[src/rtl/cordic_topolar_seq.sv]
// Iterative vectoring CORDIC: signed (x,y) -> gain-scaled magnitude and phase as a fraction of a turn.
// Latency: sample accepted at edge T, o_done high in the cycle after edge T+NSTAGES+1.
// Backpressure: i_stb is ignored while o_busy=1 (no queuing); one result per NSTAGES+2 cycles.
module cordic_topolar_seq #(
  parameter int IW      = 12,
  parameter int WW      = 16,
  parameter int PW      = 24,
  parameter int NSTAGES = 14,
  parameter int OW      = 13
) (
  input  logic                 i_clk,
  input  logic                 i_reset,
  input  logic                 i_stb,
  input  logic signed [IW-1:0] i_xval,
  input  logic signed [IW-1:0] i_yval,
  output logic                 o_busy,
  output logic                 o_done,
  output logic [OW-1:0]        o_mag,
  output logic [PW-1:0]        o_phase
);

  // Fractional bits appended below the input sample inside the working registers.
  localparam int F   = WW - IW - 2;
  localparam int KW  = (NSTAGES > 1) ? $clog2(NSTAGES) : 1;
  localparam int RSH = (F > 0) ? F - 1 : 0;
  localparam logic [WW:0]   RND       = (F > 0) ? ((WW+1)'(1) << RSH) : '0;
  localparam logic [WW:0]   MAG_MAX   = (WW+1)'((1 << OW) - 1);
  localparam logic [PW-1:0] HALF_TURN = PW'(1) << (PW - 1);

  typedef logic [NSTAGES-1:0][PW-1:0] atan_tbl_t;
  typedef enum logic [1:0] {S_IDLE, S_ITER, S_DONE} state_t;

  // atan(2^-k) as a fraction of a turn scaled by 2^32. Beyond k=13 the
  // small-angle form 2^32/(2*pi) * 2^-k is exact to well under one LSB.
  function automatic logic [31:0] atan32(input int k);
    case (k)
      0:       return 32'h2000_0000;
      1:       return 32'h12E4_051E;
      2:       return 32'h09FB_385B;
      3:       return 32'h0511_11D4;
      4:       return 32'h028B_0D43;
      5:       return 32'h0145_D7E1;
      6:       return 32'h00A2_F61E;
      7:       return 32'h0051_7C55;
      8:       return 32'h0028_BE53;
      9:       return 32'h0014_5F2F;
      10:      return 32'h000A_2F98;
      11:      return 32'h0005_17CC;
      12:      return 32'h0002_8BE6;
      13:      return 32'h0001_45F3;
      default: return (32'd683565276 + (32'd1 << (k - 1))) >> k;
    endcase
  endfunction

  // Round the 32-bit turn fraction to PW bits (PW up to 31).
  function automatic logic [PW-1:0] atan_pw(input int k);
    logic [32:0] a;
    a = {1'b0, atan32(k)} + (33'd1 << (31 - PW));
    return PW'(a >> (32 - PW));
  endfunction

  function automatic atan_tbl_t build_tbl();
    atan_tbl_t t;
    for (int k = 0; k < NSTAGES; k++) t[k] = atan_pw(k);
    return t;
  endfunction

  localparam atan_tbl_t ATAN_TBL = build_tbl();

  state_t               state_q, state_d;
  logic signed [WW-1:0] x_q, x_d, y_q, y_d;
  logic [PW-1:0]        ph_q, ph_d;
  logic [KW-1:0]        k_q, k_d;
  logic [OW-1:0]        mag_q, mag_d;
  logic [PW-1:0]        phase_q, phase_d;
  logic                 done_q, done_d;

  logic signed [WW-1:0] ex, ey, xs, ys;
  logic [WW:0]          xr, xsh;
  logic [OW-1:0]        mag_sat;

  // Inputs sign-extended by two guard bits and padded with F fractional zeros.
  assign ex = WW'(i_xval) <<< F;
  assign ey = WW'(i_yval) <<< F;
  assign xs = x_q >>> k_q;
  assign ys = y_q >>> k_q;

  // x is non-negative after pre-rotation, so the extra top bit only guards the rounding add.
  assign xr      = {1'b0, x_q} + RND;
  assign xsh     = xr >> F;
  assign mag_sat = (xsh > MAG_MAX) ? {OW{1'b1}} : xsh[OW-1:0];

  // State and datapath registers; reset drops any conversion in flight.
  always_ff @(posedge i_clk) begin
    if (i_reset) begin
      state_q <= S_IDLE;
      x_q     <= '0;
      y_q     <= '0;
      ph_q    <= '0;
      k_q     <= '0;
      mag_q   <= '0;
      phase_q <= '0;
      done_q  <= 1'b0;
    end else begin
      state_q <= state_d;
      x_q     <= x_d;
      y_q     <= y_d;
      ph_q    <= ph_d;
      k_q     <= k_d;
      mag_q   <= mag_d;
      phase_q <= phase_d;
      done_q  <= done_d;
    end
  end

  // Next state: accept + pre-rotate into the right half-plane, one micro-rotation per cycle, then publish.
  always_comb begin
    state_d = state_q;
    x_d     = x_q;
    y_d     = y_q;
    ph_d    = ph_q;
    k_d     = k_q;
    mag_d   = mag_q;
    phase_d = phase_q;
    done_d  = 1'b0;
    case (state_q)
      S_IDLE: begin
        if (i_stb) begin
          state_d = S_ITER;
          k_d     = '0;
          if (i_xval[IW-1]) begin
            x_d  = -ex;
            y_d  = -ey;
            ph_d = HALF_TURN;
          end else begin
            x_d  = ex;
            y_d  = ey;
            ph_d = '0;
          end
        end
      end
      S_ITER: begin
        if (!y_q[WW-1]) begin
          x_d  = x_q + ys;
          y_d  = y_q - xs;
          ph_d = ph_q + ATAN_TBL[k_q];
        end else begin
          x_d  = x_q - ys;
          y_d  = y_q + xs;
          ph_d = ph_q - ATAN_TBL[k_q];
        end
        if (k_q == KW'(NSTAGES - 1)) state_d = S_DONE;
        else                         k_d     = k_q + KW'(1);
      end
      S_DONE: begin
        phase_d = ph_q;
        mag_d   = mag_sat;
        done_d  = 1'b1;
        state_d = S_IDLE;
      end
      default: state_d = S_IDLE;
    endcase
  end

  assign o_busy  = (state_q != S_IDLE);
  assign o_done  = done_q;
  assign o_mag   = mag_q;
  assign o_phase = phase_q;

endmodule

[config.mk]
export PLATFORM = sky130hd
export DESIGN_NAME = cordic_topolar_seq
export DESIGN_NICKNAME = d
export VERILOG_FILES = /design/src/rtl/cordic_topolar_seq.sv
export SDC_FILE = /design/constraint.sdc
export NUM_CORES = 1
export LEC_CHECK = 0
export ABC_AREA = 1
export ABC_CLOCK_PERIOD_IN_PS = 3700
export BUFFER_PORTS_ARGS = -buffer_cell sky130_fd_sc_hd__buf_4
export CELL_PAD_IN_SITES_DETAIL_PLACEMENT = 0
export CELL_PAD_IN_SITES_GLOBAL_PLACEMENT = 1
export CORE_AREA = 2 2 168 170
export DETAILED_ROUTE_END_ITERATION = 10
export DIE_AREA = 0 0 170 172
export PLACE_DENSITY_LB_ADDON = 0.1
export SLEW_MARGIN = 40
export SYNTH_ARGS = -nofsm -noshare
export SYNTH_HDL_FRONTEND = slang
export SYNTH_SLANG_ARGS = --single-unit
[constraint.sdc]
create_clock -name i_clk -period 3.7 [get_ports i_clk]
set_input_delay 0.37 -clock i_clk [delete_from_list [all_inputs] [get_ports i_clk]]
set_output_delay 0.37 -clock i_clk [all_outputs]
set_load 0.02 [all_outputs]
# Word level (Yosys, flattened, before mapping)

Memories as Yosys holds them, arrays and structs flattened. A register that Yosys moved wholly into a read port is not among the register bits.
Index checks and enable logic that the tools add are counted.

Register bits after elaboration: 100
Memories: 1
ROM bits: 384
Output and inout bits: 39
Input port bits: 27

Memory list:

| name             | depth | bits a word | read ports | clocked after Yosys merged registers in | write ports | RTL line | RTL |
|---|---|---|---|---|---|---|---|
| (name not given) | 16    | 24          | 1          | 1                                       | 0           | 150      | `ph_d = ph_q - ATAN_TBL[k_q];` |

Mux-type cells: 23
Reductions and logical operators: 6
Equal/unequal tests: 6
Order comparisons: 2
Shift-type cells: 2
$add $sub $neg: 10

Operators with widths:

| kind                                                  | count |
|---|---|
| two-way mux 16 bit                                    | 6 |
| two-way mux 24 bit                                    | 4 |
| one-hot mux 16 bit (2 select lines)                   | 2 |
| one-hot mux 24 bit (2 select lines)                   | 1 |
| adder 16 bit                                          | 2 |
| negator 14 -> 16 bit                                  | 2 |
| >>> shifter 16 x 4 -> 16 bit                          | 2 |
| subtractor 16 bit                                     | 2 |
| adder 24 bit                                          | 1 |
| subtractor 24 bit                                     | 1 |
| adder 16 x 2 -> 17 bit (second input constant)        | 1 |
| two-way mux 4 bit                                     | 4 |
| > comparator 15 x 13 -> 1 bit (second input constant) | 1 |
| two-way mux 13 bit                                    | 1 |
| one-hot mux 4 bit (2 select lines)                    | 1 |
| != test 2 bit (second input constant)                 | 3 |
| < comparator 4 x 5 -> 1 bit (second input constant)   | 1 |
| adder 4 x 1 -> 4 bit (second input constant)          | 1 |
| == test 4 bit (second input constant)                 | 1 |
| two-way mux 2 bit                                     | 2 |
| one-hot mux 2 bit (2 select lines)                    | 1 |
| AND reduction 2 bit                                   | 2 |
| nonzero test 2 bit                                    | 2 |
| AND reduction 3 bit                                   | 1 |
| other kinds (4)                                       | 4 |

# Longest topological paths before layout

Gate-level depths: netlist of the first run.

Depth in word-level cells: 5
Mapped depth: 29

# Least setup slack after synthesis of the first run

OpenSTA, ideal clock, no wires.

Path kind: register to register
From: register k_q[0]
To: register x_q[10]
Required time: 3.566 ns
Setup time: 0.134 ns
Setup slack: 0.249 ns
Cell stages (with the launch flop): 24
Path buffers: 2
Data arrival time: 3.317 ns
Path through: dfxtp_1 > buf_6 > buf_4 > nand2_1 > nand3_1 > nand2_1 > nand2_1 > nand2_1 > nand2_1 > nand2_1 > ha_1 > or2_2 > o21ai_0 > inv_1 > fa_1 > inv_1 > a21oi_1 > o21ai_0 > a21oi_1 > inv_1 > a21oi_1 > or2_2 > a31oi_1 > a211oi_1

Word-level cells in the longest chain between the ends: 4

Ends and longest elaborated chain:

| element                                                  | RTL line | RTL |
|---|---|---|
| start, declared                                          | 73       | `logic [KW-1:0] k_q, k_d;` |
| start signal, assigned                                   | 109      | `k_q <= k_d;` |
| >>> shifter 16 x 4 -> 16 bit (*)                         | 86       | `assign ys = y_q >>> k_q;` |
| adder 16 bit / subtractor 16 bit (equally long branches) | 144, 148 |  |
| two-way mux 16 bit (*)                                   | 143      | `if (!y_q[WW-1]) begin` |
| one-hot mux 16 bit (2 select lines) (*)                  | 126      | `case (state_q)` |
| end signal, assigned                                     | 97       | `x_q <= '0;` |
| end signal, assigned                                     | 106      | `x_q <= x_d;` |
| end, declared                                            | 71       | `logic signed [WW-1:0] x_q, x_d, y_q, y_d;` |

Mark *: on every way between the ends. The rest lies on a longest branch, timed or not.
A chain may end at the register's enable or synchronous reset.

# Worst setup path after layout of the first run

From: register k_q[0]
To: register x_q[15]

The elaborated chain is that of the path after synthesis.

==> metrics.md, run 1 <==
| Metric | Value |
|---|---|
| Arrival time reported for the critical path endpoint | `3.84 ns` |
| Die span in y | `172 µm` |
| Gate Count Post-Synth | `1675` |
| Router iterations before antenna repair | `5` |
| Peak supply drop | `0.000283 V` |
| Setup crit end kind | `flop` |
| Number of hold violations in the final report | `0` |
| Total via count in the routed design | `11500` |
| Count of non-filler cells in the finished layout | `2138` |
| Critical path start-end classification | `reg2reg` |
| Top achievable clock speed | `0.287 GHz` |
| Design area | `13000 µm²` |
| Final layout net count | `approximately 1900` |
| Share of cells above drive strength 1 | `about a fifth` |
| Synth Cell Area | `10800 µm²` |
| Seq cells post-synth | `between 100 and 150` |
| Portion of the post-synthesis area used by sequential elements | `22.7%` |
| Routed wire length | `36100 µm` |
| Area growth, synth to finish | `20.4%` |
| First-pass GRT wire length | `56800 µm` |
| Post-route ant nets | `0` |
| Initial DRC count | `750` |
| Placed Area | `12000 µm²` |
| Type of the most critical hold path | `in2reg` |
| Congestion Overflow GR | `0` |
| Kind of start point of the critical path | `flop` |
| Post-DR wirelength/cell | `~17 µm` |
| Vias per Instance | `5.37` |
| Total of buffers placed on input and output ports | `between 60 and 70` |
| Syn avg cell area | `6.43 µm²` |
| Predominant post-synthesis flop cell | `sky130_fd_sc_hd__dfxtp_1` |
| CTS clk-pin slew, worst paths | `0.07 ns` |
| Number of rows in the core area | `61` |
| Number of top-level pins | `between 60 and 70` |
| Post-synth net total | `1776` |
| Aggregate negative setup slack | `0 ns` |
| Maximum root-to-sink buffer count | `2` |
| Number of buffers inserted during clock tree synthesis | `17` |
| Final Max Tran Viols | `0` |
| Synth Warn # | `0` |
| Global-route usage over all layers | `around 25%` |
| Fin crit period | `3.49 ns` |
| Antenna diode instance count | `0` |
| Top area cells in the synthesized netlist | `sky130_fd_sc_hd__dfxtp_1 (23%), sky130_fd_sc_hd__nand2_1 (12%), sky130_fd_sc_hd__ha_1 (8.2%), sky130_fd_sc_hd__nand3_1 (7.9%), sky130_fd_sc_hd__a21oi_1 (6.8%)` |
| Post-synth EDFFs | `0` |
| Cell variety after synth | `59` |
| Number of global-route vias before repair | `10600` |
| Maximum level of the CTS H-tree | `4` |
| Die ar. | `around 29000 µm²` |
| Share of synthesized flip-flops with an asynchronous set or reset | `0%` |
| Clock tree from TritonCTS | `yes` |
| Final weighted congestion in routability-driven placement | `about 0.9` |
| Share of the synthesized area in the top cell type | `a little under a quarter` |
| Worst slew slack as a fraction of its limit | `59.2%` |
| Largest area contributor in the synthesized netlist | `sky130_fd_sc_hd__dfxtp_1` |
| DRC violations left | `0` |
| Crit share post-route | `94.2%` |
| Hold buffer count at CTS | `0` |
| Worst-skew pair later-pin latency | `approximately 0.43 ns` |
| Outcome | `finished clean` |
| Worst-path fanout max | `16` |
| Setup clock skew after layout | `0.0184 ns` |
| Detail Placement HPWL | `27300 µm` |
| Antenna violations before repair | `0` |
| Starting utilization of the core area | `between 30% and 40%` |
| Area of the core | `27500 µm²` |
| Tightest Pin Transition | `0.611 ns` |
| Total clock sinks | `about 120` |
| Maximum number of pins on one net before global-route repair | `41` |
| Max-Cap Viols | `0` |
| Worst Path Required | `4.05 ns` |
| Placed insts | `2094` |
| Number of endpoints failing setup at the final stage | `0` |
| Unrepaired setup endpoints after global routing | `true` |
| Pwr dens | `558 nW/µm²` |
| Root Buffer | `sky130_fd_sc_hd__clkbuf_16` |
| Die boundary width | `170 µm` |
| Leakage | `about 6.2 nW` |
-- power by group --
group | internal (W) | switching (W) | leakage (nW) | total (W)
logic | 0.00152 | 0.00239 | 4.96 | 0.00391
registers | 0.00143 | 0.000147 | 0.996 | 0.00157
clock network | 0.00101 | 0.000738 | 0.276 | 0.00175
total | 0.00396 | 0.00327 | 6.23 | 0.00723
-- cells by family (layout without fill, tap and decap cells) --
family	after synthesis	after routing	share of synthesized area, %
AO/OA/AOI/OAI	375	375	19.7
buffers and inverters	253	370	9.96
XOR/XNOR	64	64	5.20
AND/OR/NAND/NOR	787	787	33.7
adder cells (fa/ha/maj)	74	74	8.81
flip-flops	122	122	22.7
-- through the flow --
step | total power, W | util [%] | hold WS [ns] | worst slack, ns
final | 0.00723 | 47.2 | 0.280 | 0.213
after global routing | 0.00782 | 47.2 | 0.297 | -0.0976
after CTS | 0.00698 | 45.8 | 0.283 | 0.0259
after detailed placement | 0.00521 | 43.7 | 0.472 | -0.0375
after global placement | 0.00522 | 43.7 | 0.464 | -0.0339
after floorplan | 0.00413 | - | 0.455 | 0.249
-- worst paths after layout --
| kind | from | to | slack, ns | cells past startpoint |
|---|---|---|---|---|
| worst min register to register | o_phase[22]$_SDFFE_PP0P_ | o_phase[22]$_SDFFE_PP0P_ | 0.48 | 2 |
| worst max-delay path | k_q[0]$_SDFFE_PP0P_ | x_q[15]$_SDFFE_PP0P_ | 0.21 | 23 |
| worst min-delay path | i_yval[2] | y_q[4]$_SDFFE_PP0P_ | 0.28 | 4 |
| worst max register to register | k_q[0]$_SDFFE_PP0P_ | x_q[15]$_SDFFE_PP0P_ | 0.21 | 23 |
-- critical path: stages (launching register included) --
cell                       delay (ns)
sky130_fd_sc_hd__dfxtp_4         0.41
sky130_fd_sc_hd__inv_8           0.06
sky130_fd_sc_hd__buf_12          0.15
sky130_fd_sc_hd__nand2_1         0.09
sky130_fd_sc_hd__nand3_2         0.09
sky130_fd_sc_hd__nand3_2         0.09
sky130_fd_sc_hd__nand2_2         0.07
sky130_fd_sc_hd__o21ai_2         0.17
sky130_fd_sc_hd__ha_2            0.21
sky130_fd_sc_hd__inv_1           0.08
sky130_fd_sc_hd__nor2_4          0.14
sky130_fd_sc_hd__nand4_1         0.17
sky130_fd_sc_hd__nand2_2         0.12
sky130_fd_sc_hd__nand3_1         0.07
sky130_fd_sc_hd__o21ai_0         0.13
sky130_fd_sc_hd__ha_1            0.32
sky130_fd_sc_hd__a21oi_1         0.18
sky130_fd_sc_hd__inv_1           0.07
sky130_fd_sc_hd__a31oi_1         0.16
sky130_fd_sc_hd__o211ai_1        0.12
sky130_fd_sc_hd__a21oi_2         0.15
sky130_fd_sc_hd__nand3b_1        0.12
sky130_fd_sc_hd__nand3_1         0.06
sky130_fd_sc_hd__a21oi_1         0.14
-- per-layer routing --
layer	global-route usage [%]	routed length, µm	vias up
met5	0	0	-
met3	2.86	1500	39
li1	-	-	5857
met2	39.2	15800	270
met1	35.7	18200	5319
met4	5.61	573	0
-- placed cells by master, fill, tap and decap left out, types with 4 or more instances in the layout --
cell	instances
sky130_fd_sc_hd__nand2_1	351
sky130_fd_sc_hd__inv_1	165
sky130_fd_sc_hd__nand3_1	161
sky130_fd_sc_hd__buf_4	143
sky130_fd_sc_hd__a21oi_1	137
sky130_fd_sc_hd__nor2_1	134
sky130_fd_sc_hd__o21ai_0	122
sky130_fd_sc_hd__dfxtp_1	119
sky130_fd_sc_hd__ha_1	64
sky130_fd_sc_hd__xor2_1	44
sky130_fd_sc_hd__nand3_2	31
sky130_fd_sc_hd__nand2_2	24
sky130_fd_sc_hd__nor3_1	21
sky130_fd_sc_hd__xnor2_1	19
sky130_fd_sc_hd__a31oi_1	19
sky130_fd_sc_hd__clkbuf_16	19
sky130_fd_sc_hd__o21ai_1	17
sky130_fd_sc_hd__inv_2	15
sky130_fd_sc_hd__nand4_1	14
sky130_fd_sc_hd__or2_2	13
sky130_fd_sc_hd__o211ai_1	13
sky130_fd_sc_hd__a21oi_2	12
sky130_fd_sc_hd__buf_12	8
sky130_fd_sc_hd__nor3_2	7
sky130_fd_sc_hd__nor2_2	7
sky130_fd_sc_hd__nor2_4	6
sky130_fd_sc_hd__o221ai_1	6
sky130_fd_sc_hd__nand2_4	5
sky130_fd_sc_hd__clkinvlp_4	5
sky130_fd_sc_hd__o31ai_1	5
sky130_fd_sc_hd__nand3b_1	5
sky130_fd_sc_hd__a221oi_1	5
sky130_fd_sc_hd__o32ai_1	5
sky130_fd_sc_hd__a211oi_1	4
sky130_fd_sc_hd__a21o_1	4
sky130_fd_sc_hd__ha_2	4
sky130_fd_sc_hd__inv_6	4
-- layout make-up --
type / instances / area [µm²]
Clock buffer: 18 / 429
Sequential cell: 122 / 2450
Timing Repair Buffer: 155 / 1310
Multi-Input combinational cell: 1300 / 7480
Inverter: 183 / 701
Fill cell: 2857 / 14500
Clock inverter: 14 / 163
Tap cell: 346 / 433
-- synthesized netlist by cell type, drive strengths merged (19+ instances only) --
library cell / instances
a21oi: 149
a31oi: 20
buf: 36
clkbuf: 34
dfxtp: 122
ha: 71
inv: 182
nand2: 380
nand3: 192
nor2: 147
nor3: 28
o21ai: 143
xnor2: 19
xor2: 45
-- repair_timing --
item                                   CTS  global route
cloned                                   0             2
pin swaps                                0            15
setup buffers                            0            10
resized for setup                        1            77
setup endpoints to repair                6            27
endpoints found under the hold margin    0             0
(Power assumes the default switching activity.)
==> run 2, diff against run 1 <==
--- a/config.mk
+++ b/config.mk
@@ -13,7 +13,9 @@
 export CORE_AREA = 2 2 168 170
 export DETAILED_ROUTE_END_ITERATION = 10
 export DIE_AREA = 0 0 170 172
+export GPL_ROUTABILITY_DRIVEN = 0
 export PLACE_DENSITY_LB_ADDON = 0.1
+export RECOVER_POWER = 100
 export SLEW_MARGIN = 40
 export SYNTH_ARGS = -nofsm -noshare
 export SYNTH_HDL_FRONTEND = slang
==> run 2 against run 1 <==
  * Die area did not move
  * Clock-buffer cell count unchanged
  * Sequential power about the same
  * Register-to-register slack barely moved
  * Wire length grew 0.85%
  * Largest power group unchanged
==> metrics.md, run 2 (synthesis results as in run 1) <==
| Metric | Value |
|---|---|
| Starting utilization of the core area | `39.2% (unchanged)` |
| Startpoint of the most critical hold path | `i_yval[4]` |
| Total via count in the routed design | `11600 (+0.61%)` |
| Placed Area | `12000 µm² (+0.10%)` |
| CTS clk-pin slew, worst paths | `0.06 ns (about the same)` |
| Final Power | `0.00731 W (+1.2%)` |
| Crit share post-route | `93.9% (-0.30 points)` |
| Arrival time reported for the critical path endpoint | `3.84 ns (about the same)` |
| Tightest Pin Transition | `1.29 ns (+0.682 ns)` |
| Leading cell types in the layout, fill and taps excluded | `sky130_fd_sc_hd__nand2_1 (344), sky130_fd_sc_hd__inv_1 (167), sky130_fd_sc_hd__nand3_1 (157), sky130_fd_sc_hd__a21oi_1 (136), sky130_fd_sc_hd__nor2_1 (132)` |
| Die ar. | `29200 µm² (unchanged)` |
| Initial DRC count | `867 (+16%)` |
| Final layout net count | `1887 (+0.37%)` |
| Fin crit period | `3.48 ns (-0.0110 ns)` |
| Critical path buffer and inverter count | `6 (+2)` |
| Routed wire length | `36400 µm (+0.85%)` |
| Maximum number of pins on one net before global-route repair | `41 (unchanged)` |
| Global-route usage over all layers | `24.8% (+0.081 points)` |
| Number of fill cells | `2906 (+1.7%)` |
| Top achievable clock speed | `0.288 GHz (+0.32%)` |
| Total of buffers placed on input and output ports | `65 (unchanged)` |
| Max-Cap Viols | `0 (unchanged)` |
| Worst-skew pair later-pin latency | `0.42 ns (about the same)` |
| Number of top-level pins | `66 (unchanged)` |
| Die span in y | `172 µm (unchanged)` |
| Most frequent standard cell in the layout excluding fill and tap cells | `sky130_fd_sc_hd__nand2_1` |
| Area growth, synth to finish | `20.4% (unchanged)` |
| Worst setup slack after placement | `-0.0121 ns (+0.0254 ns)` |
| Worst reg2reg startpoint | `k_q[0]$_SDFFE_PP0P_` |
| Number of global-route vias before repair | `10700 (+0.52%)` |
| Final Max Tran Viols | `0 (unchanged)` |
| Met3 layer usage reported by global route | `3.39% (+0.53 points)` |
| Setup clock skew after layout | `0.0189 ns (+0.000500 ns)` |
| Antenna diode instance count | `0 (unchanged)` |
| Congestion Overflow GR | `0 (unchanged)` |
| Peak supply drop | `0.000279 V (-1.3%)` |
| Post-route ant nets | `0 (unchanged)` |
| Die boundary width | `170 µm (unchanged)` |
| Number of buffers inserted during clock tree synthesis | `17 (unchanged)` |
| Critical path start-end classification | `reg2reg` |
| DRC violations left | `0 (unchanged)` |
| Most used cell along the critical path | `sky130_fd_sc_hd__nand2_1` |
| First-pass GRT wire length | `57100 µm (+0.44%)` |
| Worst hold slack | `0.287 ns (+0.00703 ns)` |
| Kind of start point of the critical path | `flop` |
| Design area | `13000 µm² (unchanged)` |
| Outcome | `finished clean` |
| Number of endpoints failing setup at the final stage | `0 (unchanged)` |
| Leakage | `6.11 nW (-1.9%)` |
| Number of rows in the core area | `61 (unchanged)` |
| Kind of cell adding the most delay to the critical path | `simple AND/OR/NAND/NOR gates` |
| Share of the core filled with cells in the final layout | `47.2% (unchanged)` |
| Met2 Use GR | `39.6% (+0.37 points)` |
| Area of the core | `27500 µm² (unchanged)` |
| Vias per Instance | `5.39 (+0.33%)` |
| Post-DR wirelength/cell | `17.0 µm (+0.57%)` |
| Maximum level of the CTS H-tree | `4 (unchanged)` |
| Root Buffer | `sky130_fd_sc_hd__clkbuf_16` |
| Total clock sinks | `122 (unchanged)` |
| Crit. Startpoint | `k_q[0]$_SDFFE_PP0P_` |
| Worst slew slack as a fraction of its limit | `13.8% (-45 points)` |
| Register Area | `2450 µm² (about the same)` |
| Met1 Usage GRT | `35.7% (-0.082 points)` |
| Highest-delay cell along the critical path | `sky130_fd_sc_hd__dfxtp_4` |
| Worst Path Required | `4.06 ns (about the same)` |
| Area of combinational cells with multiple inputs | `7600 µm² (+1.6%)` |
| Detail Placement HPWL | `27400 µm (+0.29%)` |
| Delay of the slowest cell on the worst path | `0.43 ns (+0.02 ns)` |
| Share of cells above drive strength 1 | `17.9% (-1.1 points)` |
| Type of the most critical hold path | `in2reg` |
| Setup crit end kind | `flop` |
| Post-route worst setup slack | `0.224 ns (+0.0110 ns)` |
| Worst-path fanout max | `4 (-12)` |
| Maximum root-to-sink buffer count | `2 (unchanged)` |
| Pwr dens | `564 nW/µm² (+1.2%)` |
| Router iterations before antenna repair | `5 (unchanged)` |
| Antenna violations before repair | `0 (unchanged)` |
| Layer with the highest usage | `met2` |
| Number of hold violations in the final report | `0 (unchanged)` |
| Clock tree from TritonCTS | `yes` |
==> run 2: changes by cell type in the layout (fill, tap and decap cells not counted), sizes merged <==
cell and delta:
inv -2, buf -40, clkinv +2, clkbuf +46
==> run 2: stage by stage <==
stage	TNS [ns]	cells
6_report	0	2144
3_5_place_dp	-0.0121	2099
3_3_place_gp	0	2099
5_1_grt	-0.0849	2144
2_1_floorplan	0	1675
4_1_cts	-0.00894	2130
==> run 2: worst paths after layout <==
check                                 end  slack (ns)  cells after the start
hold / removal        y_q[6]$_SDFFE_PP0P_        0.29                      4
setup reg to reg     y_q[14]$_SDFFE_PP0P_        0.22                     28
hold reg to reg   o_phase[5]$_SDFFE_PP0P_        0.48                      2
setup / recovery     y_q[14]$_SDFFE_PP0P_        0.22                     28
==> run 2: tightest hold or removal path, cell delays in order <==
cell	delay (ns)
sky130_fd_sc_hd__buf_4	0.09
sky130_fd_sc_hd__o21ai_0	0.07
sky130_fd_sc_hd__o2111ai_1	0.08
sky130_fd_sc_hd__inv_1	0.04
==> run 2: layer usage <==
layer / vias up / part of all wire (%)
met5: - / 0
met4: 0 / 1.2
met3: 34 / 5.2
met2: 300 / 44
met1: 5358 / 49
li1: 5863 / -
==> run 2: area by class of cell <==
class / instances / share of cell area [%]
Clock buffer: 18 / 3.39
Clock inverter: 13 / 1.11
Inverter: 183 / 5.44
Multi-Input combinational cell: 1300 / 58.6
Sequential cell: 122 / 18.9
Tap cell: 346 / 3.34
Timing Repair Buffer: 161 / 9.15
Timing Repair inverter: 1 / 0.0675
==> run 2: repair_timing <==
action / in CTS / in global routing
buffers inserted: 0 / 11
pin swaps: 0 / 30
gates cloned: 0 / 3
endpoints found under the setup margin: 3 / 28
hold buffers: 0 / 0
resized for setup: 1 / 116
==> run 2: power by group <==
part           switching (W)  leakage, nW  internal, W
Clock               0.000695        0.275      0.00101
Combinational        0.00246         4.84      0.00157
Sequential          0.000146        0.996      0.00143
Total                0.00330         6.11      0.00401
==> run 3, diff against run 2 <==
--- a/config.mk
+++ b/config.mk
@@ -6,7 +6,7 @@
 export NUM_CORES = 1
 export LEC_CHECK = 0
 export ABC_AREA = 1
-export ABC_CLOCK_PERIOD_IN_PS = 3700
+export ABC_CLOCK_PERIOD_IN_PS = 3800
 export BUFFER_PORTS_ARGS = -buffer_cell sky130_fd_sc_hd__buf_4
 export CELL_PAD_IN_SITES_DETAIL_PLACEMENT = 0
 export CELL_PAD_IN_SITES_GLOBAL_PLACEMENT = 1
==> constraint.sdc (replaced) <==
create_clock -name i_clk -period 3.8 [get_ports i_clk]
set_input_delay 0.38 -clock i_clk [delete_from_list [all_inputs] [get_ports i_clk]]
set_output_delay 0.38 -clock i_clk [all_outputs]
set_load 0.02 [all_outputs]
==> run 3 against run 2 <==
  * Critical path type unchanged
  * Flip-flop and latch count is the same
  * Critical endpoint is now x_q[15]$_SDFFE_PP0P_
  * Via count shrank 1.4%
  * Utilization shrank 0.68 points
  * Clock power shrank 6%
  * Combinational power shrank 9.9%
==> metrics.md, run 3 (synthesis results as in run 1) <==
| Metric | Value |
|---|---|
| Outcome | `finished clean` |
| Relative contribution of sequential cells to total power | `22.6% (+1.1 points)` |
| Die ar. | `29200 µm² (unchanged)` |
| Most used cell along the critical path | `sky130_fd_sc_hd__nand3_1` |
| Number of global-route vias before repair | `10400 (-2.4%)` |
| Root Buffer | `sky130_fd_sc_hd__clkbuf_16` |
| Tightest Pin Transition | `1.29 ns (-0.00238 ns)` |
| Pwr dens | `531 nW/µm² (-5.9%)` |
| Congestion Overflow GR | `0 (unchanged)` |
| Highest-delay cell along the critical path | `sky130_fd_sc_hd__dfxtp_4` |
| Series of cell instances along the critical path | `clkinv_8 > buf_12 > buf_4 > nand2_4 > nand3_2 > nand3_1 > nand2_1 > o21ai_2 > ha_1 > inv_1 > nor2_4 > nand4_1 > o21ai_0 > o21ai_0 > ha_1 > nand2_1 > inv_1 > nand3_1 > nor3_1 > a21oi_2 > nand3b_1 > nand3_1 > a21oi_1` |
| Crit share post-route | `93.9% (about the same)` |
| Peak supply drop | `0.000233 V (-17%)` |
| Delay of the slowest cell on the worst path | `0.41 ns (-0.02 ns)` |
| Comb power frac | `53.6% (-1.6 points)` |
| Clock tree from TritonCTS | `yes` |
| Reg-to-reg endpoint | `x_q[15]$_SDFFE_PP0P_` |
| Post-route ant nets | `0 (unchanged)` |
| Maximum level of the CTS H-tree | `4 (unchanged)` |
| Worst Path Required | `4.08 ns (+0.02 ns)` |
| Post-DR wirelength/cell | `16.6 µm (-1.9%)` |
| Vias per Instance | `5.34 (-0.85%)` |
| Starting utilization of the core area | `39.2% (unchanged)` |
| Leakage | `6.17 nW (+0.96%)` |
| Number of buffers inserted during clock tree synthesis | `17 (unchanged)` |
| Number of hold violations in the final report | `0 (unchanged)` |
| Crit. Startpoint | `k_q[0]$_SDFFE_PP0P_` |
| CTS clk-pin slew, worst paths | `0.06 ns (about the same)` |
| Final Max Tran Viols | `0 (unchanged)` |
| Final layout net count | `1875 (-0.64%)` |
| Total of buffers placed on input and output ports | `65 (unchanged)` |
| Worst-skew pair later-pin latency | `0.43 ns (about the same)` |
| Fin crit period | `3.57 ns (+0.0942 ns)` |
| Register-to-register setup slack | `0.23 ns (about the same)` |
| Antenna diode instance count | `0 (unchanged)` |
| Maximum number of pins on one net before global-route repair | `45 (+9.8%)` |
| Register Area | `2450 µm² (-0.10%)` |
| Worst slew slack as a fraction of its limit | `13.9% (+0.16 points)` |
| Worst reg2reg startpoint | `k_q[0]$_SDFFE_PP0P_` |
| First-pass GRT wire length | `55200 µm (-3.3%)` |
| Number of fill cells | `2960 (+1.9%)` |
| Initial DRC count | `724 (-16%)` |
| Share of the core filled with cells in the final layout | `46.5% (-0.68 points)` |
| Setup clock skew after layout | `0.0132 ns (-0.00572 ns)` |
| Routed wire length | `35500 µm (-2.4%)` |
| Capturing instance or port of the critical path | `x_q[15]$_SDFFE_PP0P_` |
| Antenna violations before repair | `0 (unchanged)` |
| Most frequent standard cell in the layout excluding fill and tap cells | `sky130_fd_sc_hd__nand2_1` |
| Die span in y | `172 µm (unchanged)` |
| Unrepaired setup endpoints after global routing | `true` |
| Placed Area | `11800 µm² (-1.4%)` |
| Critical path start-end classification | `reg2reg` |
| Total net switching power | `0.00306 W (-7.4%)` |
| Area growth, synth to finish | `18.7%` |
| Router iterations before antenna repair | `5 (unchanged)` |
| Maximum root-to-sink buffer count | `2 (unchanged)` |
| Area of the core | `27500 µm² (unchanged)` |
| Number of endpoints failing setup at the final stage | `0 (unchanged)` |
| DRC violations left | `0 (unchanged)` |
| Number of top-level pins | `66 (unchanged)` |
| Detail Placement HPWL | `26700 µm (-2.5%)` |
| Kind of start point of the critical path | `flop` |
| Cell internal power dissipation | `0.00373 W (-7.1%)` |
| Worst-path fanout max | `14 (+10)` |
| Number of cells on the worst reg-to-reg path | `23 (-18%)` |
| Die boundary width | `170 µm (unchanged)` |
| Top achievable clock speed | `0.280 GHz (-2.6%)` |
| Number of rows in the core area | `61 (unchanged)` |
| Max-Cap Viols | `0 (unchanged)` |
| Area of combinational cells with multiple inputs | `7400 µm² (-2.7%)` |
| Net Sw Frac | `45.1% (-0.093 points)` |
| Arrival time reported for the critical path endpoint | `3.85 ns (about the same)` |
| Total via count in the routed design | `11400 (-1.4%)` |
| Type of the most critical hold path | `in2reg` |
| Final Power | `0.00679 W (-7.2%)` |
| Setup crit end kind | `flop` |
| Global-route usage over all layers | `23.9% (-0.88 points)` |
| Share of cells above drive strength 1 | `17.5% (-0.39 points)` |
| Part of the power in the clock network | `23.8% (+0.5 points)` |
| Leading cell types in the layout, fill and taps excluded | `sky130_fd_sc_hd__nand2_1 (353), sky130_fd_sc_hd__inv_1 (167), sky130_fd_sc_hd__nand3_1 (164), sky130_fd_sc_hd__a21oi_1 (144), sky130_fd_sc_hd__buf_4 (140)` |
| Design area | `12800 µm² (-1.4%)` |
| Total clock sinks | `122 (unchanged)` |
| Worst hold slack | `0.292 ns (+0.00436 ns)` |
==> run 3: worst min path at each step <==
stage                     depth (start not counted)                       end  slack, ns                      from
after floorplan                                   2   o_phase[0]$_SDFFE_PP0P_       0.45      ph_q[0]$_SDFFE_PP0P_
after global placement                            2  o_phase[13]$_SDFFE_PP0P_       0.46  o_phase[13]$_SDFFE_PP0P_
after detailed placement                          2   o_phase[6]$_SDFFE_PP0P_       0.47   o_phase[6]$_SDFFE_PP0P_
after CTS                                         4       y_q[4]$_SDFFE_PP0P_       0.28                 i_yval[2]
after global routing                              4       y_q[4]$_SDFFE_PP0P_       0.31                 i_yval[2]
final                                             4       y_q[4]$_SDFFE_PP0P_       0.29                 i_yval[2]
==> run 3: metal layers <==
| metal | part of all wire, % | vias up | track usage (%) |
|---|---|---|---|
| met5 | 0 | - | 0 |
| met4 | 1.5 | 0 | 5.28 |
| met3 | 5.2 | 38 | 3.16 |
| met2 | 43 | 316 | 37.3 |
| met1 | 51 | 5188 | 34.9 |
| li1 | - | 5856 | - |
==> run 3: worst max-delay path, delay by kind of cell, from the launching register on <==
family,cells,cell delay (ns)
AND/OR/NAND/NOR,11,1.25
flip-flops,1,0.41
AO/OA/AOI/OAI,5,0.66
adder cells (fa/ha/maj),2,0.55
buffers and inverters,5,0.55
==> run 3: cell type report <==
type,count,area share (%)
Sequential cell,122,19.1
Tap cell,346,3.39
Inverter,183,5.52
Clock inverter,13,0.930
Multi-Input combinational cell,1300,57.9
Timing Repair Buffer,149,9.51
Timing Repair inverter,1,0.0685
Clock buffer,19,3.54
==> run 3: timing repair <==
item	CTS	global route
gates resized for setup	0	54
hold endpoints to repair	0	0
buffers inserted	0	18
hold buffers	0	0
endpoints found under the setup margin	0	24
==> run 3: power groups by stage <==
stage	clock network, W	registers, W	logic [W]
floorplan	0	0.00150	0.00252
global placement	0	0.00155	0.00340
detailed placement	0	0.00155	0.00340
CTS	0.00165	0.00153	0.00342
global route	0.00171	0.00155	0.00411
finish	0.00161	0.00153	0.00364
==> run 3: stage by stage <==
step	std cells	TNS, ns	worst slack [ns]
floorplan	1675	0	0.349
global placement	2080	0	0.114
detailed placement	2080	0	0.0527
CTS	2112	0	0.0396
global route	2133	-0.210	-0.116
finish	2133	0	0.230
